--- src/rtl/gain_curve_reader.sv ---
// Gain-curve window reader: issues sequential RAM reads for a burst and streams
// the samples out through a 2-entry buffer that hides the 1-cycle RAM latency.
module gain_curve_reader #(
   parameter int unsigned LOGSIZE = 13,
   parameter int unsigned WIDTH   = 12
) (
   input  logic               clk,
   input  logic               reset_n,
   input  logic               start,
   input  logic               abort,
   input  logic [LOGSIZE-1:0] base_addr,
   input  logic [LOGSIZE:0]   count,
   output logic [LOGSIZE-1:0] ram_addr,
   input  logic [WIDTH-1:0]   ram_dout,
   output logic [WIDTH-1:0]   m_data,
   output logic               m_valid,
   input  logic               m_ready,
   output logic               m_last,
   output logic               busy,
   output logic               done
);

   localparam logic [LOGSIZE:0] CNT_ONE = {{LOGSIZE{1'b0}}, 1'b1};
   localparam logic [LOGSIZE:0] CNT_MAX = {1'b1, {LOGSIZE{1'b0}}};

   typedef enum logic [1:0] {
      S_IDLE  = 2'd0,
      S_RUN   = 2'd1,
      S_DRAIN = 2'd2
   } state_t;

   state_t             state_q, state_d;
   logic [LOGSIZE-1:0] addr_q, addr_d;
   logic [LOGSIZE:0]   issue_rem_q, issue_rem_d;
   logic [LOGSIZE:0]   beat_rem_q, beat_rem_d;
   logic               inflight_q, inflight_d;
   logic               inflight_last_q, inflight_last_d;
   logic [WIDTH-1:0]   buf_data_q [2];
   logic [WIDTH-1:0]   buf_data_d [2];
   logic               buf_last_q [2];
   logic               buf_last_d [2];
   logic               rd_ptr_q, rd_ptr_d;
   logic               wr_ptr_q, wr_ptr_d;
   logic [1:0]         occ_q, occ_d;
   logic               done_q, done_d;

   logic               pop;
   logic               issue;
   logic               issue_last;
   logic [1:0]         slots_used;
   logic [LOGSIZE:0]   count_sat;

   assign m_valid  = (occ_q != 2'd0);
   assign m_data   = buf_data_q[rd_ptr_q];
   assign m_last   = m_valid & buf_last_q[rd_ptr_q];
   assign ram_addr = addr_q;
   assign busy     = (state_q != S_IDLE);
   assign done     = done_q;

   // A read may issue only if the entry it produces fits after this cycle's pop.
   assign pop        = m_valid & m_ready;
   assign slots_used = occ_q + {1'b0, inflight_q} - {1'b0, pop};
   assign issue      = (state_q == S_RUN) && (issue_rem_q != '0) && (slots_used < 2'd2);
   assign issue_last = issue && (issue_rem_q == CNT_ONE);
   assign count_sat  = (count > CNT_MAX) ? CNT_MAX : count;

   always_comb begin
      state_d         = state_q;
      addr_d          = addr_q;
      issue_rem_d     = issue_rem_q;
      beat_rem_d      = beat_rem_q;
      inflight_d      = issue;
      inflight_last_d = issue_last;
      buf_data_d      = buf_data_q;
      buf_last_d      = buf_last_q;
      rd_ptr_d        = rd_ptr_q;
      wr_ptr_d        = wr_ptr_q;
      occ_d           = slots_used;
      done_d          = 1'b0;

      if (pop) begin
         rd_ptr_d   = ~rd_ptr_q;
         beat_rem_d = beat_rem_q - 1'b1;
      end

      if (inflight_q) begin
         buf_data_d[wr_ptr_q] = ram_dout;
         buf_last_d[wr_ptr_q] = inflight_last_q;
         wr_ptr_d             = ~wr_ptr_q;
      end

      // The final read leaves ram_addr parked on the last address.
      if (issue) begin
         issue_rem_d = issue_rem_q - 1'b1;
         if (!issue_last) begin
            addr_d = addr_q + 1'b1;
         end
      end

      case (state_q)
         S_IDLE: begin
            if (start) begin
               addr_d      = base_addr;
               issue_rem_d = count_sat;
               beat_rem_d  = count_sat;
               state_d     = (count_sat == '0) ? S_DRAIN : S_RUN;
            end
         end
         S_RUN: begin
            if (issue_last) begin
               state_d = S_DRAIN;
            end
         end
         S_DRAIN: begin
            if ((beat_rem_q == '0) || (pop && m_last)) begin
               state_d = S_IDLE;
               done_d  = 1'b1;
            end
         end
         default: state_d = S_IDLE;
      endcase

      if (abort) begin
         state_d         = S_IDLE;
         addr_d          = addr_q;
         issue_rem_d     = '0;
         beat_rem_d      = '0;
         inflight_d      = 1'b0;
         inflight_last_d = 1'b0;
         rd_ptr_d        = 1'b0;
         wr_ptr_d        = 1'b0;
         occ_d           = 2'd0;
         done_d          = 1'b0;
      end
   end

   always_ff @(posedge clk or negedge reset_n) begin
      if (!reset_n) begin
         state_q         <= S_IDLE;
         addr_q          <= '0;
         issue_rem_q     <= '0;
         beat_rem_q      <= '0;
         inflight_q      <= 1'b0;
         inflight_last_q <= 1'b0;
         for (int unsigned i = 0; i < 2; i++) begin
            buf_data_q[i] <= '0;
            buf_last_q[i] <= 1'b0;
         end
         rd_ptr_q        <= 1'b0;
         wr_ptr_q        <= 1'b0;
         occ_q           <= 2'd0;
         done_q          <= 1'b0;
      end else begin
         state_q         <= state_d;
         addr_q          <= addr_d;
         issue_rem_q     <= issue_rem_d;
         beat_rem_q      <= beat_rem_d;
         inflight_q      <= inflight_d;
         inflight_last_q <= inflight_last_d;
         buf_data_q      <= buf_data_d;
         buf_last_q      <= buf_last_d;
         rd_ptr_q        <= rd_ptr_d;
         wr_ptr_q        <= wr_ptr_d;
         occ_q           <= occ_d;
         done_q          <= done_d;
      end
   end

endmodule
--- config.mk ---
export PLATFORM = sky130hd
export DESIGN_NAME = gain_curve_reader
export DESIGN_NICKNAME = d
export VERILOG_FILES = /design/src/rtl/gain_curve_reader.sv
export SDC_FILE = /design/constraint.sdc
export NUM_CORES = 1
export LEC_CHECK = 0
export BUFFER_PORTS_ARGS = -buffer_cell sky130_fd_sc_hd__buf_2
export CAP_MARGIN = 20
export CELL_PAD_IN_SITES_DETAIL_PLACEMENT = 0
export CELL_PAD_IN_SITES_GLOBAL_PLACEMENT = 2
export CORE_ASPECT_RATIO = 1.75
export CORE_MARGIN = 2
export CORE_UTILIZATION = 35
export CTS_BUF_LIST = sky130_fd_sc_hd__clkbuf_2
export CTS_CLUSTER_SIZE = 25
export DETAILED_ROUTE_END_ITERATION = 6
export GPL_ROUTABILITY_DRIVEN = 0
export PLACE_DENSITY_LB_ADDON = 0.1
export SYNTH_ARGS = -nofsm -noshare
export SYNTH_HDL_FRONTEND = slang
export SYNTH_SLANG_ARGS = --single-unit
--- constraint.sdc ---
create_clock -name clk -period 2.87 [get_ports clk]
set_input_delay 0.4305 -clock clk [delete_from_list [all_inputs] [get_ports clk]]
set_output_delay 0.4305 -clock clk [all_outputs]
set_load 0.02 [all_outputs]
==> impl_metrics.toml, run 1 <==
[yosys]
async_flop_share = 1.00
ys_top_cells_by_count = "76 x dfrtp_1, 38 x mux2_2, 34 x a21oi_1, 34 x nor2_1, 20 x nand2_1"
yosysUniqueCellTypes = 56
synth.most_common_cell = "dfrtp_1"
syn_area_um2 = 4220
syn_inst = 423
syn_avg_cell_area_um2 = 9.97
synth_edf_count = 0
yosysTopAreaCellShare = 0.451
synthTopCellsByArea = "dfrtp_1 45%, mux2_2 10%, a21oi_1 4.0%, nor2_1 3.0%, xor2_1 2.5%"
synth-seq-cells = 76
yosysWarnings = 0
syn-num-nets = 474
yosys.area.top_type = "dfrtp_1"
ys_seq_area_frac = 0.451
synth_flop_cell = "dfrtp_1"

[layout]
nets = 548
ff_latch_area_um2 = 1900
drive_gt1_frac = 0.301
multi_input_area_um2 = 2190
area_growth_pct = 17.2
instances_no_fill = 639
fillers = 1235

[timing]
finalMaxSlewViolations = 0
period_needed_ns = 2.60
setup_viol = 0
tns_ns = 0
hold_viol_final = 0
worst_pin_slew_ns = 1.02
rsz0062_at_grt = "no"
maxSlewHeadroom = 0.319
finalCritPeriodShare = 0.907
skew_ns = 0.0289
fmax_ghz = 0.384

[clocking]
cts_buffer_depth = 2
cts_sinks = 76
cts_max_level = 3
cts_setup_buffers = 0
clk_latency_ns = 0.56
cts_buffers = 9
path_clk_slew_ns = 0.24
cts_root_buffer = "clkbuf_2"
hold_buffers = 0
tritoncts = "built"

[floorplanning]
rows = 53
die_width_um = 87.0
chipHeight_um = 149
die_area_um2 = 13000
ioPinCount = 73
start_util = 0.355
core_um2 = 11900

[global_route]
grt_first_pass_wirelength_um = 18600
grt_pass1_vias = 3603
grt_use_total = 0.188
grt_max_degree = 77
gr-total-overflow = 0
antenna_found_initial = 1

[critical_path]
r2r_start = "occ_q[0]"
crit_fanout = 8
crit_start = "occ_q[0]"
crit_arrival_ns = 3.06
reg2reg_slack_ns = 0.27
crit_required_ns = 3.33
end_kind = "flop"
critPathCapture = "ram_addr[11]"
reg2reg_depth = 10
worstSetupPathType = "reg -> reg"
startpoint_type = "flop"
r2r-end = "ram_addr[11]"

[job]
maxCapViolCount = 0

[outcome]
status = "finished clean"

[route]
routed_wl_um = 11800
first_pass_iters = 4
wire_per_inst_um = 18.4
num_vias = 3503
viasPerCell = 5.48
ant_nets = 0
drc = 0
drt_iter0_drc = 161

[worst_hold_path]
hold_path_class = "in -> async"

[placement]
hpwlAfterDp_um = 8750
io_buffers = 72
placed_cells = 623

[pwr]
p_per_area_nw_per_um2 = 830
worst_ir_drop_vdd_mv = 0.332
power.leakage_nw = 2.14
state kept, by name, indices dropped and copies added (netlist names), 2 cells and up:
name,count
beat_rem_q,14
buf_data_q,24
buf_last_q,2
issue_rem_q,14
occ_q,2
ram_addr,13
state_q,2
per-stage QoR:
stage | worst slack, ns | hold slack [ns] | instance area (µm²) | util | total power, mW
after floorplan | 0.218 | 0.135 | 4220 | - | 2.75
after global placement | 0.221 | 0.481 | 4760 | 0.401 | 3.23
after detailed placement | 0.133 | 0.491 | 4760 | 0.401 | 3.28
after CTS | 0.151 | 0.0222 | 4940 | 0.416 | 4.16
after global routing | 0.0830 | 0.0254 | 4940 | 0.417 | 4.38
final | 0.266 | 0.000112 | 4940 | 0.417 | 4.10
cell families (layout without fill, tap and decap cells):
kind of cell | after synthesis | in the layout | synth area share
multiplexers | 41 | 41 | 0.109
buffers and inverters | 34 | 112 | 0.0308
adder cells (fa/ha/maj) | 7 | 7 | 0.0208
flip-flops | 76 | 76 | 0.451
AO/OA/AOI/OAI | 87 | 87 | 0.133
XOR/XNOR | 23 | 23 | 0.0513
AND/OR/NAND/NOR | 155 | 155 | 0.204
other | 0 | 1 | 0
routing by layer:
metal | up-vias | track usage | part of all wire
met5 | - | 0 | 0
met4 | 0 | 0.0828 | 0.029
met3 | 21 | 0.0266 | 0.031
met2 | 76 | 0.356 | 0.56
met1 | 1711 | 0.200 | 0.38
li1 | 1695 | - | -
layout by cell type (no fill, tap or decap), drive strengths merged, types with 10 or more instances in the layout:
master,synthesis,routed
o21ai,18,18
a21oi,35,35
nand3,13,13
xor2,12,12
mux2,38,38
xnor2,10,10
nor4,12,12
nand2,20,20
inv,14,14
nor2,34,34
nor3,18,18
buf,8,83
nor2b,15,15
dfrtp,76,76
layout make-up:
type | instances | share of cell area
multi-input combinational | 313 | 0.443
sequential | 76 | 0.385
timing repair buffer | 83 | 0.0901
tap | 137 | 0.0347
clock inverter | 6 | 0.0278
inverter | 14 | 0.0106
clock buffer | 9 | 0.00911
antenna | 1 | 0.000506
how the worst min path moves through the flow:
stage                     to           from  slack (ns)  depth (start not counted)
6_report       buf_data_q[1]        reset_n      0.0001                          1
5_1_grt        buf_data_q[1]        reset_n        0.03                          1
4_1_cts        buf_data_q[1]        reset_n        0.02                          1
3_5_place_dp   buf_data_q[3]  buf_data_q[3]        0.49                          1
3_3_place_gp   buf_data_q[4]  buf_data_q[4]        0.48                          1
2_1_floorplan  beat_rem_q[0]        reset_n        0.13                          0
timing repair:
item | CTS | global route
endpoints found under the hold margin | 0 | 0
endpoints found under the setup margin | 0 | 2
gates resized for setup | 0 | 1
power breakdown:
part / total [mW] / leakage [nW] / switching (mW) / internal (mW)
clock: 0.870 / 0.102 / 0.410 / 0.461
combinational: 1.60 / 1.08 / 0.867 / 0.734
sequential: 1.63 / 0.954 / 0.266 / 1.36
total: 4.10 / 2.14 / 1.54 / 2.56
worst max-delay path, cell delays in order (launching register included):
cell and delay [ns]:
dfrtp_1 0.46, o21ai_1 0.17, inv_1 0.06, ha_1 0.27, inv_1 0.04, ha_1 0.17
xnor3_2 0.31, and2_2 0.29, o211ai_4 0.13, o31a_1 0.32, nor4_2 0.28
No activity file was read; power rests on OpenSTA's default activity.
==> inputs of run 2 (changes only) <==
--- a/config.mk
+++ b/config.mk
@@ -11,7 +11,7 @@
 export CELL_PAD_IN_SITES_GLOBAL_PLACEMENT = 2
 export CORE_ASPECT_RATIO = 1.75
 export CORE_MARGIN = 2
-export CORE_UTILIZATION = 35
+export CORE_UTILIZATION = 37
 export CTS_BUF_LIST = sky130_fd_sc_hd__clkbuf_2
 export CTS_CLUSTER_SIZE = 25
 export DETAILED_ROUTE_END_ITERATION = 6
==> constraint.sdc (replaced) <==
create_clock -name clk -period 2.87 [get_ports clk]
set_input_delay 0.287 -clock clk [delete_from_list [all_inputs] [get_ports clk]]
set_output_delay 0.287 -clock clk [all_outputs]
set_load 0.02 [all_outputs]
==> run 2 against run 1 <==
Fmax grew 0.97%. Sequential cell count is the same. Register-to-register slack gained 0.02 ns. Clock skew shrank 0.011 ns. Utilization grew 4.0 points. Global-route usage grew 0.94 points. Sequential share of layout area shrank 0.93 points. Count of clock-buffer cells in the layout grew 1. Total power shrank 3.8%. Design area grew 2.5%. Die area shrank 5.2%.
==> impl_metrics.toml, run 2 (synthesized netlist as in run 1, its figures left out) <==
[pwr]
p_comb_frac = 0.415
power.leakage_nw = 2.19
sw_frac_of_total = 0.391
p_int_mw = 2.40
p_per_area_nw_per_um2 = 778
switching_power_mw = 1.54
worst_ir_drop_vdd_mv = 0.375
pwr-share-clk = 0.179
seq_power_share = 0.406
finalPower_mw = 3.94

[critical_path]
r2r_start = "occ_q[1]"
cp_slowest_cell = "dfrtp_1"
path_buf_inv = 2
worstSetupPathType = "reg -> reg"
critPathTopFamily = "simple AND/OR/NAND/NOR gates"
crit_start = "occ_q[1]"
crit_required_ns = 3.33
crit_fanout = 6
max_stage_delay_ns = 0.46
end_kind = "flop"
crit_arrival_ns = 3.04
path_cells = "o21ai_1, inv_1, ha_1, inv_1, ha_1, xnor3_2, nand3_2, or3_1, or3_1, a31oi_1"
startpoint_type = "flop"

[route]
num_vias = 3552
routed_wl_um = 11700
viasPerCell = 5.46
drc = 0
wire_per_inst_um = 18.1
ant_nets = 0
drt_iter0_drc = 138
first_pass_iters = 6

[floorplanning]
start_util = 0.380
chipHeight_um = 145
rows = 51
die_width_um = 84.7
core_um2 = 11100
ioPinCount = 73
die_area_um2 = 12300

[layout]
reg_top3 = "buf_data_q x24, beat_rem_q x14, issue_rem_q x14"
nets = 563
fillers = 1111
drive_gt1_frac = 0.290
largest-register = "buf_data_q"
post-route-util = 0.456
area_growth_pct = 20.1
final_common_cell = "dfrtp_1"
largest_register_ffs = 24
final_cell_mix = "76 x dfrtp_1, 71 x buf_2, 38 x mux2_2"

[global_route]
grtUsageMet1 = 0.220
grt-busiest-layer = "met2"
grt_pass1_vias = 3667
grt_use_total = 0.198
antenna_found_initial = 1
grt_max_degree = 77
gr-total-overflow = 0
grt_first_pass_wirelength_um = 19100
grt_util_met2 = 0.361
met3_usage = 0.0273

[job]
maxCapViolCount = 0

[placement]
io_buffers = 72
hpwlAfterDp_um = 8500

[clocking]
clk_latency_ns = 0.53
path_clk_slew_ns = 0.22
cts_buffer_depth = 2
cts_buffers = 9
cts_max_level = 3
tritoncts = "built"
cts_root_buffer = "clkbuf_2"
cts_setup_buffers = 0
cts_sinks = 76

[timing]
rsz0062_at_grt = "no"
worst_pin_slew_ns = 0.976
maxSlewHeadroom = 0.349
hold_viol_final = 0
setup_viol = 0
period_needed_ns = 2.58
fmax_ghz = 0.388
skew_ns = 0.0180
tns_ns = 0
finalMaxSlewViolations = 0
finalCritPeriodShare = 0.899

[worst_hold_path]
min-delay-start = "count[2]"
hold_path_class = "in -> reg"

[outcome]
status = "finished clean"
[run 2: what timing repair did]
item,CTS,global route
resized for setup,0,1
setup endpoints to repair,0,1
hold endpoints to repair,103,0
hold buffers,16,0
[run 2: final timing paths]
check	to	slack, ns	cells past startpoint
hold reg to reg	buf_data_q[9]	0.53	1
max in group asynchronous	issue_rem_q[13]	2.17	3
min in group asynchronous	buf_data_q[1]	0.10	2
setup reg to reg	issue_rem_q[6]	0.29	10
hold / removal	beat_rem_q[2]	0.07	3
setup / recovery	issue_rem_q[6]	0.29	10
[run 2: cell type report]
cell class,count,area [µm²],area share
clock buffer,10,50.0,0.00988
clock inverter,6,88.8,0.0175
multi-input combinational,313,2190,0.432
tap,132,165,0.0326
sequential,76,1900,0.375
timing repair buffer,98,618,0.122
antenna,1,2.50,0.000494
inverter,14,52.6,0.0104
[run 2: metal layers]
layer	share of wire	wire length, µm
met5	0	0
met4	0.035	409
met3	0.032	381
met2	0.54	6290
met1	0.40	4660
[run 2: stage by stage]
stage	setup WS, ns	cell area, µm²	hold slack (ns)	std cells
6_report	0.291	5070	0.0745	650
5_1_grt	0.0960	5070	0.0254	650
4_1_cts	0.177	5040	0.0162	648
3_5_place_dp	0.214	4740	0.489	616
3_3_place_gp	0.280	4740	0.481	616
2_1_floorplan	0.218	4220	-0.00859	423
[run 2: tightest hold or removal path, stage by stage]
cell and delay [ns]:
buf_2 0.12, a22oi_1 0.08, nor2_1 0.09
[run 2: power groups by stage]
| stage | logic, mW | registers (mW) | clock network [mW] |
|---|---|---|---|
| after detailed placement | 1.63 | 1.63 | 0 |
| after CTS | 1.66 | 1.60 | 0.734 |
| final | 1.64 | 1.60 | 0.706 |
| after global placement | 1.62 | 1.60 | 0 |
| after global routing | 1.80 | 1.65 | 0.770 |
| after floorplan | 1.12 | 1.62 | 0 |
==> inputs of run 3 (changes only) <==
--- a/config.mk
+++ b/config.mk
@@ -10,9 +10,8 @@
 export CELL_PAD_IN_SITES_DETAIL_PLACEMENT = 0
 export CELL_PAD_IN_SITES_GLOBAL_PLACEMENT = 2
 export CORE_ASPECT_RATIO = 1.75
-export CORE_MARGIN = 2
 export CORE_UTILIZATION = 37
-export CTS_BUF_LIST = sky130_fd_sc_hd__clkbuf_2
+export CTS_BUF_LIST = sky130_fd_sc_hd__clkbuf_4
 export CTS_CLUSTER_SIZE = 25
 export DETAILED_ROUTE_END_ITERATION = 6
 export GPL_ROUTABILITY_DRIVEN = 0
==> constraint.sdc (replaced) <==
create_clock -name clk -period 2.8 [get_ports clk]
set_input_delay 0.28 -clock clk [delete_from_list [all_inputs] [get_ports clk]]
set_output_delay 0.28 -clock clk [all_outputs]
set_load 0.02 [all_outputs]
==> run 3 against run 2 <==
Design area is 2.5% lower. Wire length decreased by 2.5%. Register-to-register slack lost 0.12 ns. Highest routed layer unchanged.
==> impl_metrics.toml, run 3 (synthesized netlist as in run 1, its figures left out) <==
[route]
wire_per_inst_um = 18.0
num_vias = 3484
drc = 0
drt_iter0_drc = 155
ant_nets = 0
routed_wl_um = 11500
first_pass_iters = 4
viasPerCell = 5.47

[clocking]
cts_sinks = 76
cts_setup_buffers = 0
tritoncts = "built"
cts_resized = 0
hold_buffers = 1
cts_buffer_depth = 2
cts_buffers = 9
cts_root_buffer = "clkbuf_4"
path_clk_slew_ns = 0.14
cts_max_level = 3
clk_latency_ns = 0.44

[critical_path]
startpoint_type = "flop"
crit_arrival_ns = 2.98
crit_required_ns = 3.15
worstSetupPathType = "reg -> reg"
end_kind = "flop"
crit_fanout = 6
reg2reg_depth = 10

[timing]
setup_viol = 0
maxSlewHeadroom = 0.372
rsz0062_at_grt = "no"
finalMaxSlewViolations = 0
period_needed_ns = 2.63
hold_viol_final = 0
tns_ns = 0
finalCritPeriodShare = 0.940
worst_pin_slew_ns = 0.942
skew_ns = 0.0226
timing.final.ws_setup_ns = 0.169
fmax_ghz = 0.380

[floorplanning]
start_util = 0.380
core_um2 = 11100
die_width_um = 82.7
die_area_um2 = 11900
rows = 51
ioPinCount = 73
chipHeight_um = 143

[layout]
ff_latch_area_um2 = 1900
area_growth_pct = 17.1
largest_register_ffs = 24
nets = 550
fillers = 1097
multi_input_area_um2 = 2190
drive_gt1_frac = 0.302
final_common_cell = "dfrtp_1"
reg_top3 = "buf_data_q x24, beat_rem_q x14, issue_rem_q x14"
largest-register = "buf_data_q"
final_cell_mix = "76 x dfrtp_1, 71 x buf_2, 38 x mux2_2"

[pwr]
p_comb_frac = 0.413
power.leakage_nw = 2.13
p_int_mw = 2.45
switching_power_mw = 1.59
p_per_area_nw_per_um2 = 817
pwr-share-clk = 0.179
sw_frac_of_total = 0.393
seq_power_share = 0.408
worst_ir_drop_vdd_mv = 0.431

[global_route]
grt_first_pass_wirelength_um = 18000
grt_use_total = 0.209
grt_max_degree = 77
antenna_found_initial = 1
gr-total-overflow = 0
grt_pass1_vias = 3442

[worst_hold_path]
hold_depth = 2
hold_path_class = "in -> reg"

[job]
maxCapViolCount = 0

[outcome]
status = "finished clean"

[placement]
hpwlAfterDp_um = 8360
dp_worst_setup_slack_ns = 0.225
io_buffers = 72
run 3: cell types whose count changed in the layout (fill, tap and decap cells not counted), sizes merged:
| cell | change |
|---|---|
| buf | +2 |
| bufinv | -1 |
| dlygate4sd3 | -15 |
| inv | +1 |
run 3: final cells by class:
cell class | count | share of cell area
Clock inverter | 6 | 0.0147
Sequential cell | 76 | 0.385
Timing Repair Buffer | 85 | 0.0978
Tap cell | 132 | 0.0334
Inverter | 14 | 0.0106
Multi-Input combinational cell | 313 | 0.443
Clock buffer | 10 | 0.0152
Antenna cell | 1 | 0.000507
run 3: power groups by stage:
stage / combinational (mW) / clock [mW] / sequential [mW]
after floorplan: 1.15 / 0 / 1.66
after global placement: 1.66 / 0 / 1.65
after detailed placement: 1.68 / 0 / 1.67
after CTS: 1.69 / 0.749 / 1.64
after global routing: 1.83 / 0.802 / 1.71
final: 1.67 / 0.722 / 1.65
run 3: routing by layer:
| metal | routed length (µm) | vias to the layer above | track usage |
|---|---|---|---|
| li1 | - | 1700 | - |
| met1 | 4320 | 1678 | 0.227 |
| met2 | 6390 | 85 | 0.378 |
| met3 | 348 | 21 | 0.0339 |
| met4 | 385 | 0 | 0.101 |
| met5 | 0 | - | 0 |
run 3: per-stage QoR:
stage | area [µm²] | instances | power [mW] | util | hold WS [ns]
floorplan | 4220 | 423 | 2.82 | - | -0.0156
global placement | 4750 | 618 | 3.31 | 0.428 | 0.481
detailed placement | 4750 | 618 | 3.34 | 0.428 | 0.487
CTS | 4910 | 635 | 4.08 | 0.442 | 0.0268
global route | 4940 | 637 | 4.34 | 0.445 | 0.0223
finish | 4940 | 637 | 4.03 | 0.445 | 0.0730
run 3: worst paths after layout:
check / startpoint / to / slack (ns)
max in group asynchronous: reset_n / buf_data_q[20] / 2.01
setup / recovery: occ_q[1] / ram_addr[11] / 0.17
setup reg to reg: occ_q[1] / ram_addr[11] / 0.17
min in group asynchronous: reset_n / buf_data_q[12] / 0.20
hold / removal: ram_dout[2] / buf_data_q[14] / 0.07
hold reg to reg: buf_data_q[8] / buf_data_q[8] / 0.51
run 3: critical path, stage by stage, from the launching register on:
cell and delay, ns:
dfrtp_1 0.43, o21ai_1 0.17, inv_1 0.06, ha_1 0.26
inv_1 0.03, ha_1 0.17, xnor3_2 0.31, and2_1 0.36
o211ai_4 0.16, o31a_1 0.31, nor4_2 0.27
